**config.mk**
```make
export PLATFORM = sky130hd
export DESIGN_NAME = uc_bcast_rx
export DESIGN_NICKNAME = d
export VERILOG_FILES = /design/src/rtl/uc_bcast_rx.sv
export SDC_FILE = /design/constraint.sdc
export NUM_CORES = 1
export LEC_CHECK = 0
export ABC_AREA = 1
export BUFFER_PORTS_ARGS = -buffer_cell sky130_fd_sc_hd__clkbuf_2
export CAP_MARGIN = 0
export CELL_PAD_IN_SITES_DETAIL_PLACEMENT = 1
export CELL_PAD_IN_SITES_GLOBAL_PLACEMENT = 2
export CORE_AREA = 3 3 111 113
export CTS_BUF_LIST = sky130_fd_sc_hd__clkbuf_16
export CTS_CLUSTER_SIZE = 30
export DETAILED_ROUTE_END_ITERATION = 10
export DIE_AREA = 0 0 114 116
export PLACE_DENSITY_LB_ADDON = 0.1
export SKIP_CTS_REPAIR_TIMING = 1
export SLEW_MARGIN = 20
export SYNTH_ARGS = -nofsm -noshare
export SYNTH_HDL_FRONTEND = slang
export SYNTH_SLANG_ARGS = --single-unit
```
**constraint.sdc**
```tcl
create_clock -name clk -period 2.31 [get_ports clk]
set_input_delay 0.3465 -clock clk [delete_from_list [all_inputs] [get_ports clk]]
set_output_delay 0.3465 -clock clk [all_outputs]
set_load 0.01 [all_outputs]
```
**src/rtl/uc_bcast_rx.sv**
```systemverilog
`default_nettype none
// ============================================================================
// Module   : uc_bcast_rx
// Purpose  : Engine-side receiver of the arbiter literal broadcast. Buffers
//            nonzero literals in arrival order and drains them to the BCP
//            engine with valid/ready; a conflict flushes the queue.
//            Optional macro UC_RX_DEDUP_EN drops repeats of the last accepted
//            literal.
// Revision : 1.0 - initial release
// ============================================================================

`ifndef LIT_IDX_MAX
`define LIT_IDX_MAX 100
`endif

`ifndef UC_RX_DEPTH
`define UC_RX_DEPTH 8
`endif

module uc_bcast_rx #(
    localparam int LW = $clog2(`LIT_IDX_MAX) + 1
) (
    input  logic                 clk,
    input  logic                 rst,
    input  logic signed [LW-1:0] uca2eng,
    input  logic                 conflict,
    output logic                 uca2eng_full,
    output logic signed [LW-1:0] uc2eng,
    output logic                 uc2eng_valid,
    input  logic                 eng2uc_ready,
    output logic                 uc_rx_empty,
    output logic                 uc_rx_overflow
);

    localparam int c_DEPTH = `UC_RX_DEPTH;
    localparam int c_AW    = $clog2(c_DEPTH);
    localparam int c_CW    = c_AW + 1;
    localparam logic [c_CW-1:0] c_FULL_CNT = c_CW'(c_DEPTH);

    localparam logic [1:0] c_ST_IDLE   = 2'd0;
    localparam logic [1:0] c_ST_ACTIVE = 2'd1;
    localparam logic [1:0] c_ST_FLUSH  = 2'd2;

    logic [1:0]             r_state;
    logic [c_AW-1:0]        r_wr_ptr;
    logic [c_AW-1:0]        r_rd_ptr;
    logic [c_CW-1:0]        r_count;
    logic                   r_overflow;
    logic signed [LW-1:0]   r_mem [c_DEPTH];

    logic                   w_full;
    logic                   w_empty;
    logic                   w_valid;
    logic                   w_dup;
    logic                   w_lit_in;
    logic                   w_pop;
    logic                   w_push;
    logic                   w_drop;
    logic [c_CW-1:0]        w_next_count;

`ifdef UC_RX_DEDUP_EN
    logic signed [LW-1:0]   r_last;

    always_ff @(posedge clk) begin
        if (rst || conflict || r_state == c_ST_FLUSH) begin
            r_last <= '0;
        end else if (w_push) begin
            r_last <= uca2eng;
        end
    end

    assign w_dup = (uca2eng == r_last);
`else
    assign w_dup = 1'b0;
`endif

    // Status is decoded from registered state only, so full never depends on uca2eng.
    assign w_full   = (r_count == c_FULL_CNT);
    assign w_empty  = (r_count == '0);
    assign w_valid  = !w_empty && (r_state == c_ST_ACTIVE);

    assign w_lit_in = (uca2eng != '0) && (r_state != c_ST_FLUSH) && !conflict && !w_dup;
    assign w_pop    = w_valid && eng2uc_ready && !conflict;
    // A pop in the same cycle frees a slot, so a full queue can still accept.
    assign w_push   = w_lit_in && (!w_full || w_pop);
    assign w_drop   = w_lit_in && w_full && !w_pop;

    always_comb begin
        w_next_count = r_count;
        if (w_push && !w_pop) begin
            w_next_count = r_count + 1'b1;
        end else if (w_pop && !w_push) begin
            w_next_count = r_count - 1'b1;
        end
    end

    always_ff @(posedge clk) begin
        if (w_push) begin
            r_mem[r_wr_ptr] <= uca2eng;
        end
    end

    always_ff @(posedge clk) begin
        if (rst) begin
            r_state    <= c_ST_IDLE;
            r_wr_ptr   <= '0;
            r_rd_ptr   <= '0;
            r_count    <= '0;
            r_overflow <= 1'b0;
        end else if (conflict) begin
            r_state  <= c_ST_FLUSH;
            r_wr_ptr <= '0;
            r_rd_ptr <= '0;
            r_count  <= '0;
        end else begin
            case (r_state)
                c_ST_FLUSH: begin
                    r_state  <= c_ST_IDLE;
                    r_wr_ptr <= '0;
                    r_rd_ptr <= '0;
                    r_count  <= '0;
                end
                default: begin
                    if (w_push) begin
                        r_wr_ptr <= r_wr_ptr + 1'b1;
                    end
                    if (w_pop) begin
                        r_rd_ptr <= r_rd_ptr + 1'b1;
                    end
                    if (w_drop) begin
                        r_overflow <= 1'b1;
                    end
                    r_count <= w_next_count;
                    r_state <= (w_next_count != '0) ? c_ST_ACTIVE : c_ST_IDLE;
                end
            endcase
        end
    end

    assign uca2eng_full   = w_full;
    assign uc_rx_empty    = w_empty;
    assign uc2eng_valid   = w_valid;
    assign uc2eng         = w_valid ? r_mem[r_rd_ptr] : '0;
    assign uc_rx_overflow = r_overflow;

endmodule

`default_nettype wire

```
# ---- Yosys cells after proc, flatten, opt, wreduce, memory -nomap -nowiden
# Memory sizes are Yosys's and may differ from the RTL's. A register that Yosys moved wholly into a read port is not among the register bits.
# Cells that the tools add are included.
dict set report classes {
  n_reduce_logical 21
  eq_ne 4
  n_mux 10
  add_sub_neg 4
  n_lt_le_gt_ge 0
  bitwise_logic 2
  mul 0
  n_div 0
  n_shift 0
}
# cell n
set ops {}
lappend ops {{$logic_and A1 B1 Y1} 10}
lappend ops {{$mux W4} 2}
lappend ops {{$mux W8} 1}
lappend ops {{$reduce_bool A8 Y1} 1}
lappend ops {{$add A3 B1 Y3 const B} 2}
lappend ops {{$mux W3} 2}
lappend ops {{$logic_not A1 Y1} 5}
lappend ops {{$add A4 B1 Y4 const B} 1}
lappend ops {{$eq A4 B4 Y1 const B} 1}
lappend ops {{$logic_not A4 Y1} 1}
lappend ops {{$mux W1} 4}
lappend ops {{$reduce_bool A4 Y1} 1}
lappend ops {{$sub A4 B1 Y4 const B} 1}
lappend ops {{$reduce_and A3 Y1} 1}
lappend ops {{$reduce_or A3 Y1} 1}
lappend ops {{$eq A2 B1 Y1 const B} 1}
lappend ops {{$eq A2 B2 Y1 const B} 1}
lappend ops {{$mux W2} 1}
lappend ops {{$ne A2 B2 Y1 const B} 1}
lappend ops {{$not A1 Y1} 2}
lappend ops {{$logic_or A1 B1 Y1} 1}
dict set report word_totals {
  register_bits 13
  in_bits 12
  mem_count 1
  latchBits 0
  rom_bits 0
  wordCells 48
  output_inout_bits 12
  ram_bits 64
}
# memory words width rd rd_clocked_by_memory_dff wr line
set mem_list {}
lappend mem_list {r_mem 8 8 1 1 1 49} ;# logic signed [LW-1:0] r_mem [c_DEPTH];

# ---- Longest topological paths before layout
# Gate-level depths: netlist of run 1.
dict set report logic_depth {
  depth_word 15
  ltp_mapped 10
  depth_no_buf 10
}

# ---- Worst setup path before layout of run 1
# OpenSTA, ideal clock, no wires.
dict set report synth_path {
  kind {register to register}
  from {register r_count[0]}
  to {memory r_mem[1][0] in the netlist's numbering (enable)}
  t_arrival_ps 1663
  required_time_ps 1940
  path_slack_ps 277
  setup_time_ps 370
  n_path_buf 0
  stages_incl_launch_ff 10
  synth_period_minus_slack_ps 2033
  cell_sequence {dfxtp_1 -> inv_1 -> ha_1 -> nand3_4 -> nand3_4 -> nand2_1 -> nand2_2 -> nor2_1 -> inv_1 -> nor2_1}
}
dict set report synth_between {
  elab_chain_len 9
  elab_cells_between_ends 11
  cone_classes {eq/ne: 1; mux: 2; reduce/logical: 8}
}
# item line
set synth_lines {}
lappend synth_lines {{start: declaration} 47} ;# logic [c_CW-1:0] r_count;
lappend synth_lines {{start signal: assignment} 133} ;# r_count <= w_next_count;
lappend synth_lines {{$logic_not A4 Y1} 79} ;# assign w_empty = (r_count == '0);
lappend synth_lines {{$logic_not A1 Y1} 80} ;# assign w_valid = !w_empty && (r_state == c_ST_ACTIVE);
lappend synth_lines {{$logic_and A1 B1 Y1} 80}
lappend synth_lines {{$logic_and A1 B1 Y1 (2 in series)} 83} ;# assign w_pop = w_valid && eng2uc_ready && !conflict;
lappend synth_lines {{$logic_or A1 B1 Y1 (*)} 85} ;# assign w_push = w_lit_in && (!w_full || w_pop);
lappend synth_lines {{$logic_and A1 B1 Y1 (*)} 85}
lappend synth_lines {{$mux W1 (*)} 98} ;# if (w_push) begin
lappend synth_lines {{$mux W1 (not written as such) (*)} 99} ;# r_mem[r_wr_ptr] <= uca2eng;
lappend synth_lines {{end: declaration} 49}
# Mark *: on every way between the ends. The rest lies on a longest branch, timed or not.

# ---- Worst setup path after layout of run 1
dict set report layout_path {
  from {register r_count[1]}
  to {output uc2eng[3]}
}
dict set report layout_between {
  elab_chain_len 4
}
# item line
set layout_lines {}
lappend layout_lines {{$logic_not A4 Y1} 79}
lappend layout_lines {{$logic_not A1 Y1} 80}
lappend layout_lines {{$logic_and A1 B1 Y1} 80}
lappend layout_lines {{$mux W8} 143} ;# assign uc2eng = w_valid ? r_mem[r_rd_ptr] : '0;
lappend layout_lines {{end: declaration} 28} ;# output logic signed [LW-1:0] uc2eng,
# Every way passes these cells.

==> flow_metrics.env, run 1 <==
export IMPL_max_freq_mhz=450
export IMPL_vias=2441
export IMPL_post_synth_inst_count=319
export IMPL_drive_above_1_share_pct=23.1
export IMPL_initial_cell_density_of_the_core_pct=30.0
export IMPL_route_detailed_drc=0
export IMPL_syn_nets=335
export IMPL_grt_pass1_wl_mm=14.2
export IMPL_min_period_ps=2220
export IMPL_crit_fanout=8
export IMPL_timing_slew_headroom_pct=60.0
export IMPL_clock_slew_seen_by_the_registers_of_the_worst_setup_and_hold_paths_ps=60
export IMPL_grt_antenna_before_repair=0
export IMPL_hpwlAfterDp_mm=6.25
export IMPL_placement_io_buffers=23
export IMPL_finalNetCount=387
export IMPL_post_drt_wl_per_cell_um=17.7
export IMPL_fin_cells=519
export IMPL_cts_inserted_buffers=9
export IMPL_worst_r2r_setup_slack_ps=470
export IMPL_maximum_clock_path_buffer_count=2
export IMPL_utilization_pct=36.8
export IMPL_maximum_number_of_pins_on_one_net_before_global_route_repair=21
export IMPL_first_global_vias=2585
export IMPL_worstMarginPinSlew_ps=600
export IMPL_syn_cell_area_um2=3420
export IMPL_number_of_sinks_handled_by_clock_tree_synthesis=80
export IMPL_die_area_um2=13200
export IMPL_die_width_um=114
export IMPL_grt_setup_unrepaired="false"
export IMPL_final_design_area_no_fill_um2=4200
export IMPL_vdd_drop_max_v=0.000288
export IMPL_drt_pass1_iterations=5
export IMPL_timing_clock_skew_ps=4.02
export IMPL_maxCapViolCount=0
export IMPL_ant_nets=0
export IMPL_placed_cells=498
export IMPL_worstHoldPathType="in2reg"
export IMPL_detail_route_wirelength_mm=9.18
export IMPL_placement_cell_area_um2=3850
export IMPL_rows=39
export IMPL_synth_warnings=0
export IMPL_gpl_final_weighted_congestion=0.714
export IMPL_power_leakage_nw=1.60
export IMPL_drt_initial_drc_count=134
export IMPL_critPathArrivalTime_ps=1880
export IMPL_drv_slew=0
export IMPL_routed_via_density=4.70
export IMPL_cp_data_required_time_ps=1960
export IMPL_cts_htree_levels=3
export IMPL_synthesis_area_per_instance_um2=10.7
export IMPL_layout_common_cells="68 x sky130_fd_sc_hd__nor2_1, 64 x sky130_fd_sc_hd__edfxtp_1, 40 x sky130_fd_sc_hd__o21ai_0"
export IMPL_antenna_diode_count=0
export IMPL_io_pins=24
export IMPL_ys_ff_latch=80
export IMPL_outcome="completed"
export IMPL_final_hold_violation_count=0
export IMPL_setup_violations=0
export IMPL_clock_insertion_delay_worst_skew_ps=340
export IMPL_synth_yosys_seq_area_share_pct=65.5
export IMPL_yosysUniqueCellTypes=28
export IMPL_cts_root_buffer_cell="sky130_fd_sc_hd__clkbuf_16"
export IMPL_end_kind="output pin"
export IMPL_areaGrowthSynthToFinish_pct=22.9
export IMPL_final_min_period_over_clock_period_pct=96.2
export IMPL_die_height_um=116
export IMPL_power_per_cell_area_nw_per_um2=750
export IMPL_cp_start_kind="flop"
export IMPL_grt_overflow_total=0
export IMPL_design_core_area_um2=11400
export IMPL_tritoncts="built"
export IMPL_timing_worst_setup_path_type="reg2out"
export IMPL_groute_usage_overall_pct=14.7
export IMPL_leading_cell_type_in_the_layout_fill_and_taps_excluded="sky130_fd_sc_hd__nor2_1"
==> where the power goes <==
group / switching [mW] / internal (mW) / leakage, nW
clock network: 0.542 / 0.817 / 0.144
logic: 0.130 / 0.0699 / 0.740
registers: 0.0112 / 1.58 / 0.711
==> worst max-delay path, cell delays in order, from the launching register on <==
cell	delay, ps
sky130_fd_sc_hd__dfxtp_4	370
sky130_fd_sc_hd__inv_2	60
sky130_fd_sc_hd__ha_4	170
sky130_fd_sc_hd__nand3_4	100
sky130_fd_sc_hd__nand2_2	70
sky130_fd_sc_hd__clkinvlp_4	200
sky130_fd_sc_hd__o21ai_0	120
sky130_fd_sc_hd__a31oi_1	250
sky130_fd_sc_hd__buf_2	190
==> area by class of cell <==
type                    instances  area [um^2]
flip-flops and latches         80         2250
fillers                      1283         7220
inverters                      30          133
repair buffers                 51          342
multi-input cells             199         1020
clock inverters                 7         56.3
well taps                     143          179
clock buffers                   9          225
==> sequential cells by signal (all words and copies together), names as in the netlist, named ones only <==
register        cells
r_rd_ptr            3
uc_rx_overflow      1
r_wr_ptr            3
r_state             2
r_mem              64
r_count             4
==> Yosys cell counts <==
master	number	area, um^2
sky130_fd_sc_hd__nor2_2	1	6.26
sky130_fd_sc_hd__nand3_2	2	20.0
sky130_fd_sc_hd__buf_2	6	30.0
sky130_fd_sc_hd__a31oi_1	9	56.3
sky130_fd_sc_hd__edfxtp_1	64	1920
sky130_fd_sc_hd__xnor2_1	1	8.76
sky130_fd_sc_hd__nand2_4	1	11.3
sky130_fd_sc_hd__o21ai_2	1	8.76
sky130_fd_sc_hd__xor2_1	2	17.5
sky130_fd_sc_hd__nand3_4	2	35.0
sky130_fd_sc_hd__dfxtp_1	16	320
sky130_fd_sc_hd__a21oi_2	2	17.5
sky130_fd_sc_hd__inv_2	2	7.51
sky130_fd_sc_hd__clkbuf_1	3	11.3
sky130_fd_sc_hd__o22ai_1	8	50.1
sky130_fd_sc_hd__inv_4	2	12.5
sky130_fd_sc_hd__ha_1	4	50.1
sky130_fd_sc_hd__inv_1	25	93.8
sky130_fd_sc_hd__o21ai_0	41	205
sky130_fd_sc_hd__inv_6	1	8.76
sky130_fd_sc_hd__nand3_1	14	70.1
sky130_fd_sc_hd__nand4_2	1	12.5
sky130_fd_sc_hd__a21oi_1	5	25.0
sky130_fd_sc_hd__nand2_2	2	12.5
sky130_fd_sc_hd__nand4_1	4	25.0
sky130_fd_sc_hd__nor2_1	68	255
sky130_fd_sc_hd__buf_6	1	11.3
sky130_fd_sc_hd__nand2_1	31	116
==> path summary, 6_finish.rpt <==
path | start | to | cells after the start
max reg2reg | r_count[1] | r_mem[2][6] | 10
min | rst | r_state[1] | 2
max | r_count[1] | uc2eng[3] | 8
min reg2reg | r_rd_ptr[2] | r_rd_ptr[2] | 2
==> per-stage QoR <==
stage	TNS, ps	setup slack [ps]	hold slack, ps	total power, mW
3_5_place_dp	0	48.8	470	1.82
3_3_place_gp	0	52.9	458	1.82
5_1_grt	0	6.06	240	3.27
4_1_cts	-1920	-322	230	3.19
2_1_floorplan	0	277	419	1.73
6_report	0	88.4	233	3.15
==> cell families after synthesis <==
group                      Yosys count  share of synthesized area (%)
adders and majority gates            4                           1.46
AOI/OAI and AO/OA                   66                           10.6
and+or+nand+nor                    126                           16.5
DFF                                 80                           65.5
xor gates and xnor gates             3                          0.768
buffers and inverters               40                           5.12
==> routing by layer <==
| layer | routed length (um) | vias to the layer above | share of wire, % | track usage (%) |
|---|---|---|---|---|
| met5 | 0 | - | 0 | 0 |
| met4 | 162 | 0 | 1.8 | 6.49 |
| met3 | 203 | 11 | 2.2 | 3.03 |
| met2 | 4690 | 24 | 51 | 26.2 |
| met1 | 4130 | 1196 | 45 | 17.0 |
| li1 | - | 1210 | - | - |
(Power assumes the default switching activity.)
==> run 2: changes to the inputs <==
--- a/constraint.sdc
+++ b/constraint.sdc
@@ -3,2 +3,2 @@
 set_output_delay 0.3465 -clock clk [all_outputs]
-set_load 0.01 [all_outputs]
+set_load 0.005 [all_outputs]
==> flow_metrics.env, run 2 (synthesized netlist as in run 1, its figures left out) <==
export IMPL_crit_fanout=13
export IMPL_placed_cells=496
export IMPL_worstMarginPinSlew_ps=438
export IMPL_timing_clock_skew_ps=7.80
export IMPL_routed_via_density=4.72
export IMPL_cpMaxStageDelayCell="sky130_fd_sc_hd__dfxtp_1"
export IMPL_tritoncts="built"
export IMPL_first_global_vias=2631
export IMPL_cp_start_kind="flop"
export IMPL_route_detailed_drc=0
export IMPL_placement_cell_area_um2=3820
export IMPL_io_pins=24
export IMPL_drv_slew=0
export IMPL_fin_cells=512
export IMPL_cts_root_buffer_cell="sky130_fd_sc_hd__clkbuf_16"
export IMPL_rows=39
export IMPL_detail_route_wirelength_mm=8.91
export IMPL_antenna_diode_count=0
export IMPL_utilization_pct=36.3
export IMPL_gpl_final_weighted_congestion=0.738
export IMPL_worstHoldPathType="in2reg"
export IMPL_hpwlAfterDp_mm=6.14
export IMPL_grt_setup_unrepaired="true"
export IMPL_clock_insertion_delay_worst_skew_ps=330
export IMPL_cp_data_required_time_ps=1960
export IMPL_timing_worst_setup_path_type="reg2out"
export IMPL_end_kind="output pin"
export IMPL_grt_overflow_total=0
export IMPL_num_fill_cells=1285
export IMPL_cts_inserted_buffers=9
export IMPL_drive_above_1_share_pct=22.0
export IMPL_worst_r2r_setup_slack_ps=370
export IMPL_initial_cell_density_of_the_core_pct=30.0
export IMPL_outcome="completed"
export IMPL_crit_chain="inv_1 -> buf_4 -> nor2_1 -> o22ai_1 -> o21ai_0 -> a31oi_1 -> clkbuf_2"
export IMPL_largest_register="r_mem"
export IMPL_multi_input_area_um2=1010
export IMPL_die_height_um=116
export IMPL_ant_nets=0
export IMPL_timing_hold_ws_ps=243
export IMPL_layout_common_cells="68 x sky130_fd_sc_hd__nor2_1, 64 x sky130_fd_sc_hd__edfxtp_1, 41 x sky130_fd_sc_hd__o21ai_0"
export IMPL_setup_violations=0
export IMPL_critical_path_max_stage_delay_ps=320
export IMPL_placement_io_buffers=23
export IMPL_vias=2418
export IMPL_final_design_area_no_fill_um2=4140
export IMPL_min_period_ps=2170
export IMPL_clock_slew_seen_by_the_registers_of_the_worst_setup_and_hold_paths_ps=60
export IMPL_drt_initial_drc_count=147
export IMPL_design_core_area_um2=11400
export IMPL_finalNetCount=380
export IMPL_grt_pass1_wl_mm=14.4
export IMPL_leading_cell_type_in_the_layout_fill_and_taps_excluded="sky130_fd_sc_hd__nor2_1"
export IMPL_reg_top3="r_mem (64), r_count (4)"
export IMPL_maxCapViolCount=0
export IMPL_die_area_um2=13200
export IMPL_post_drt_wl_per_cell_um=17.4
export IMPL_maximum_clock_path_buffer_count=2
export IMPL_power_leakage_nw=1.56
export IMPL_critPathArrivalTime_ps=1830
export IMPL_maximum_number_of_pins_on_one_net_before_global_route_repair=33
export IMPL_power_per_cell_area_nw_per_um2=777
export IMPL_vdd_drop_max_v=0.000296
export IMPL_final_seq_area_um2=2240
export IMPL_cts_htree_levels=3
export IMPL_timing_slew_headroom_pct=70.8
export IMPL_die_width_um=114
export IMPL_grt_antenna_before_repair=0
export IMPL_drt_pass1_iterations=4
export IMPL_groute_usage_overall_pct=14.6
export IMPL_final_min_period_over_clock_period_pct=94.0
export IMPL_largest_reg_flops=64
export IMPL_areaGrowthSynthToFinish_pct=21.0
export IMPL_max_freq_mhz=460
export IMPL_number_of_sinks_handled_by_clock_tree_synthesis=80
export IMPL_final_hold_violation_count=0
run 2: cell count changes in the layout (fill, tap and decap cells not counted), sizes merged:
| cell | before | now |
|---|---|---|
| clkbuf | 30 | 32 |
| inv | 31 | 32 |
| buf | 30 | 21 |
| clkinvlp | 3 | 2 |
run 2: worst max-delay path, delay by kind of cell, from the launching register on:
kind	cells	cell delay (ps)
flops	1	320
compound gates	3	480
buf+inv	3	640
simple gates	1	60
run 2: worst paths after layout:
path                             startpoint          end  cells after the start
worst max-delay path                   flop    uc2eng[6]                      7
worst min-delay path                    rst   r_state[1]                      2
worst max register to register   r_count[0]  r_mem[1][5]                     10
worst min register to register  r_rd_ptr[2]         flop                      2
run 2: per-layer routing:
layer  vias up  track usage [%]  routed length [um]
met5         -                0                   0
met4         0             4.28                  53
met3         4             2.72                 216
met2        28             26.4                4550
met1      1185             17.7                4090
li1       1201                -                   -
run 2: power by group:
part	internal, mW	switching, mW	leakage [nW]
Sequential	1.58	0.0118	0.711
Combinational	0.0644	0.124	0.706
Clock	0.847	0.588	0.144
Total	2.49	0.724	1.56
run 2: cell type report:
class	instances	share of cell area (%)
clock buffers	9	5.44
clock inverters	7	1.84
inverters	30	3.11
multi-input cells	199	24.3
flip-flops and latches	80	54.2
well taps	143	4.32
repair buffers	44	6.77
run 2: metrics by stage:
stage	setup TNS [ps]	total power [mW]	worst slack, ps
floorplan	0	1.73	277
global placement	0	1.82	310
detailed placement	0	1.82	240
CTS	-560	3.27	-101
global route	-62.5	3.34	-30.8
finish	0	3.22	138
==> run 3: changes to the inputs <==
--- a/config.mk
+++ b/config.mk
@@ -13,3 +13,2 @@
 export CORE_AREA = 3 3 111 113
-export CTS_BUF_LIST = sky130_fd_sc_hd__clkbuf_16
 export CTS_CLUSTER_SIZE = 30
@@ -18,2 +17,3 @@
 export PLACE_DENSITY_LB_ADDON = 0.1
+export RECOVER_POWER = 100
 export SKIP_CTS_REPAIR_TIMING = 1
==> constraint.sdc (replaced) <==
create_clock -name clk -period 2.31 [get_ports clk]
set_input_delay 0.231 -clock clk [delete_from_list [all_inputs] [get_ports clk]]
set_output_delay 0.231 -clock clk [all_outputs]
set_load 0.005 [all_outputs]
==> flow_metrics.env, run 3 (synthesized netlist as in run 1, its figures left out) <==
export IMPL_first_global_vias=2496
export IMPL_worstMarginPinSlew_ps=569
export IMPL_number_of_sinks_handled_by_clock_tree_synthesis=80
export IMPL_place_worst_setup_slack_ps=226
export IMPL_die_height_um=116
export IMPL_clock_insertion_delay_worst_skew_ps=330
export IMPL_sw_frac_of_total_pct=22.3
export IMPL_final_min_period_over_clock_period_pct=90.3
export IMPL_cts_htree_levels=3
export IMPL_placement_io_buffers=23
export IMPL_reg_top3="r_mem (64), r_count (4)"
export IMPL_cp_data_required_time_ps=2080
export IMPL_die_width_um=114
export IMPL_net_switching_uw=676
export IMPL_layout_common_cells="68 x sky130_fd_sc_hd__nor2_1, 64 x sky130_fd_sc_hd__edfxtp_1, 41 x sky130_fd_sc_hd__o21ai_0"
export IMPL_design_core_area_um2=11400
export IMPL_drt_pass1_iterations=4
export IMPL_grt_setup_unrepaired="false"
export IMPL_timing_critical_path_mode_cell="sky130_fd_sc_hd__o21ai_0"
export IMPL_grt_overflow_total=0
export IMPL_min_period_ps=2090
export IMPL_max_freq_mhz=479
export IMPL_outcome="completed"
export IMPL_worstHoldPathType="in2reg"
export IMPL_cts_root_buffer_cell="sky130_fd_sc_hd__clkbuf_16"
export IMPL_timing_hold_ws_ps=136
export IMPL_critPathArrivalTime_ps=1850
export IMPL_seq_power_share_pct=52.5
export IMPL_power_per_cell_area_nw_per_um2=748
export IMPL_multi_input_area_um2=986
export IMPL_routed_via_density=4.59
export IMPL_largest_reg_flops=64
export IMPL_hpwlAfterDp_mm=6.85
export IMPL_drv_slew=0
export IMPL_cts_inserted_buffers=9
export IMPL_detail_route_wirelength_mm=9.24
export IMPL_timing_worst_setup_path_type="reg2out"
export IMPL_setup_violations=0
export IMPL_ant_nets=0
export IMPL_power_leakage_nw=1.48
export IMPL_rows=39
export IMPL_cp_start_kind="flop"
export IMPL_io_pins=24
export IMPL_final_seq_area_um2=2250
export IMPL_cpMaxStageDelayCell="sky130_fd_sc_hd__dfxtp_2"
export IMPL_post_drt_wl_per_cell_um=17.9
export IMPL_grt_pass1_wl_mm=14.6
export IMPL_largest_register="r_mem"
export IMPL_drive_above_1_share_pct=15.9
export IMPL_drt_initial_drc_count=160
export IMPL_groute_usage_overall_pct=15.0
export IMPL_fin_ws_ps=224
export IMPL_clkPwrFrac_pct=41.4
export IMPL_crit_fanout=32
export IMPL_vdd_drop_max_v=0.000309
export IMPL_setup_tns_final_ps=0
export IMPL_pwr_share_comb_pct=6.1
export IMPL_grt_antenna_before_repair=0
export IMPL_num_fill_cells=1314
export IMPL_clock_slew_seen_by_the_registers_of_the_worst_setup_and_hold_paths_ps=60
export IMPL_vias=2364
export IMPL_critical_path_max_stage_delay_ps=390
export IMPL_gpl_final_weighted_congestion=0.714
export IMPL_timing_slew_headroom_pct=62.1
export IMPL_tritoncts="built"
export IMPL_initial_cell_density_of_the_core_pct=30.0
export IMPL_finalNetCount=383
export IMPL_maximum_clock_path_buffer_count=2
export IMPL_final_hold_violation_count=0
export IMPL_route_detailed_drc=0
export IMPL_maximum_number_of_pins_on_one_net_before_global_route_repair=33
export IMPL_timing_clock_skew_ps=8.41
export IMPL_leading_cell_type_in_the_layout_fill_and_taps_excluded="sky130_fd_sc_hd__nor2_1"
export IMPL_areaGrowthSynthToFinish_pct=18.7
export IMPL_die_area_um2=13200
export IMPL_crit_chain="buf_12 -> o21ai_0 -> o22ai_1 -> o21ai_0 -> a31oi_1 -> clkbuf_2"
export IMPL_antenna_diode_count=0
export IMPL_p_int_mw=2.36
export IMPL_maxCapViolCount=0
export IMPL_end_kind="output pin"
[run 3: cell count changes in the layout (fill, tap and decap cells not counted), sizes merged]
cell,change
bufinv,-1
clkinv,+2
inv,-4
clkinvlp,+2
clkbuf,+12
buf,-8
[run 3: path summary, 6_finish.rpt]
kind                               endpoint  slack [ps]  cells after the start   startpoint
worst min-delay path             r_state[1]         140                      2          rst
worst max register to register  r_mem[6][6]         230                     10   r_count[0]
worst min register to register         flop         470                      2  r_rd_ptr[2]
worst max-delay path              uc2eng[6]         220                      6         flop
[run 3: through the flow]
| stage | cell area [um^2] | util [%] | power [mW] | instances |
|---|---|---|---|---|
| 2_1_floorplan | 3420 | - | 1.73 | 319 |
| 3_3_place_gp | 3820 | 33.5 | 1.83 | 496 |
| 3_5_place_dp | 3820 | 33.5 | 1.83 | 496 |
| 4_1_cts | 4090 | 35.8 | 3.09 | 512 |
| 5_1_grt | 4060 | 35.6 | 3.17 | 515 |
| 6_report | 4060 | 35.6 | 3.04 | 515 |
[run 3: power groups by stage]
stage / sequential, mW / combinational (mW) / clock [mW]
after global placement: 1.62 / 0.204 / 0
final: 1.59 / 0.185 / 1.26
after detailed placement: 1.62 / 0.202 / 0
after CTS: 1.59 / 0.202 / 1.29
after global routing: 1.60 / 0.216 / 1.36
after floorplan: 1.62 / 0.108 / 0
[run 3: critical path, delay by kind of cell (launching register included)]
| kind | cells | cell delay (ps) |
|---|---|---|
| AOI/OAI and AO/OA | 4 | 780 |
| DFF | 1 | 390 |
| buffers and inverters | 2 | 350 |
[run 3: area by class of cell]
cell class	count	area share [%]
clock buffers	10	5.64
inverters	30	3.14
multi-input cells	199	24.3
repair buffers	47	6.35
well taps	143	4.41
flip-flops and latches	80	55.3
clock inverters	6	0.893
[run 3: per-layer routing]
metal	share of wire [%]	up-vias	GRT usage, %
met2	48	22	24.6
met3	1.8	9	2.82
met4	1.6	0	4.59
met1	49	1132	20.2
met5	0	-	0
li1	-	1201	-
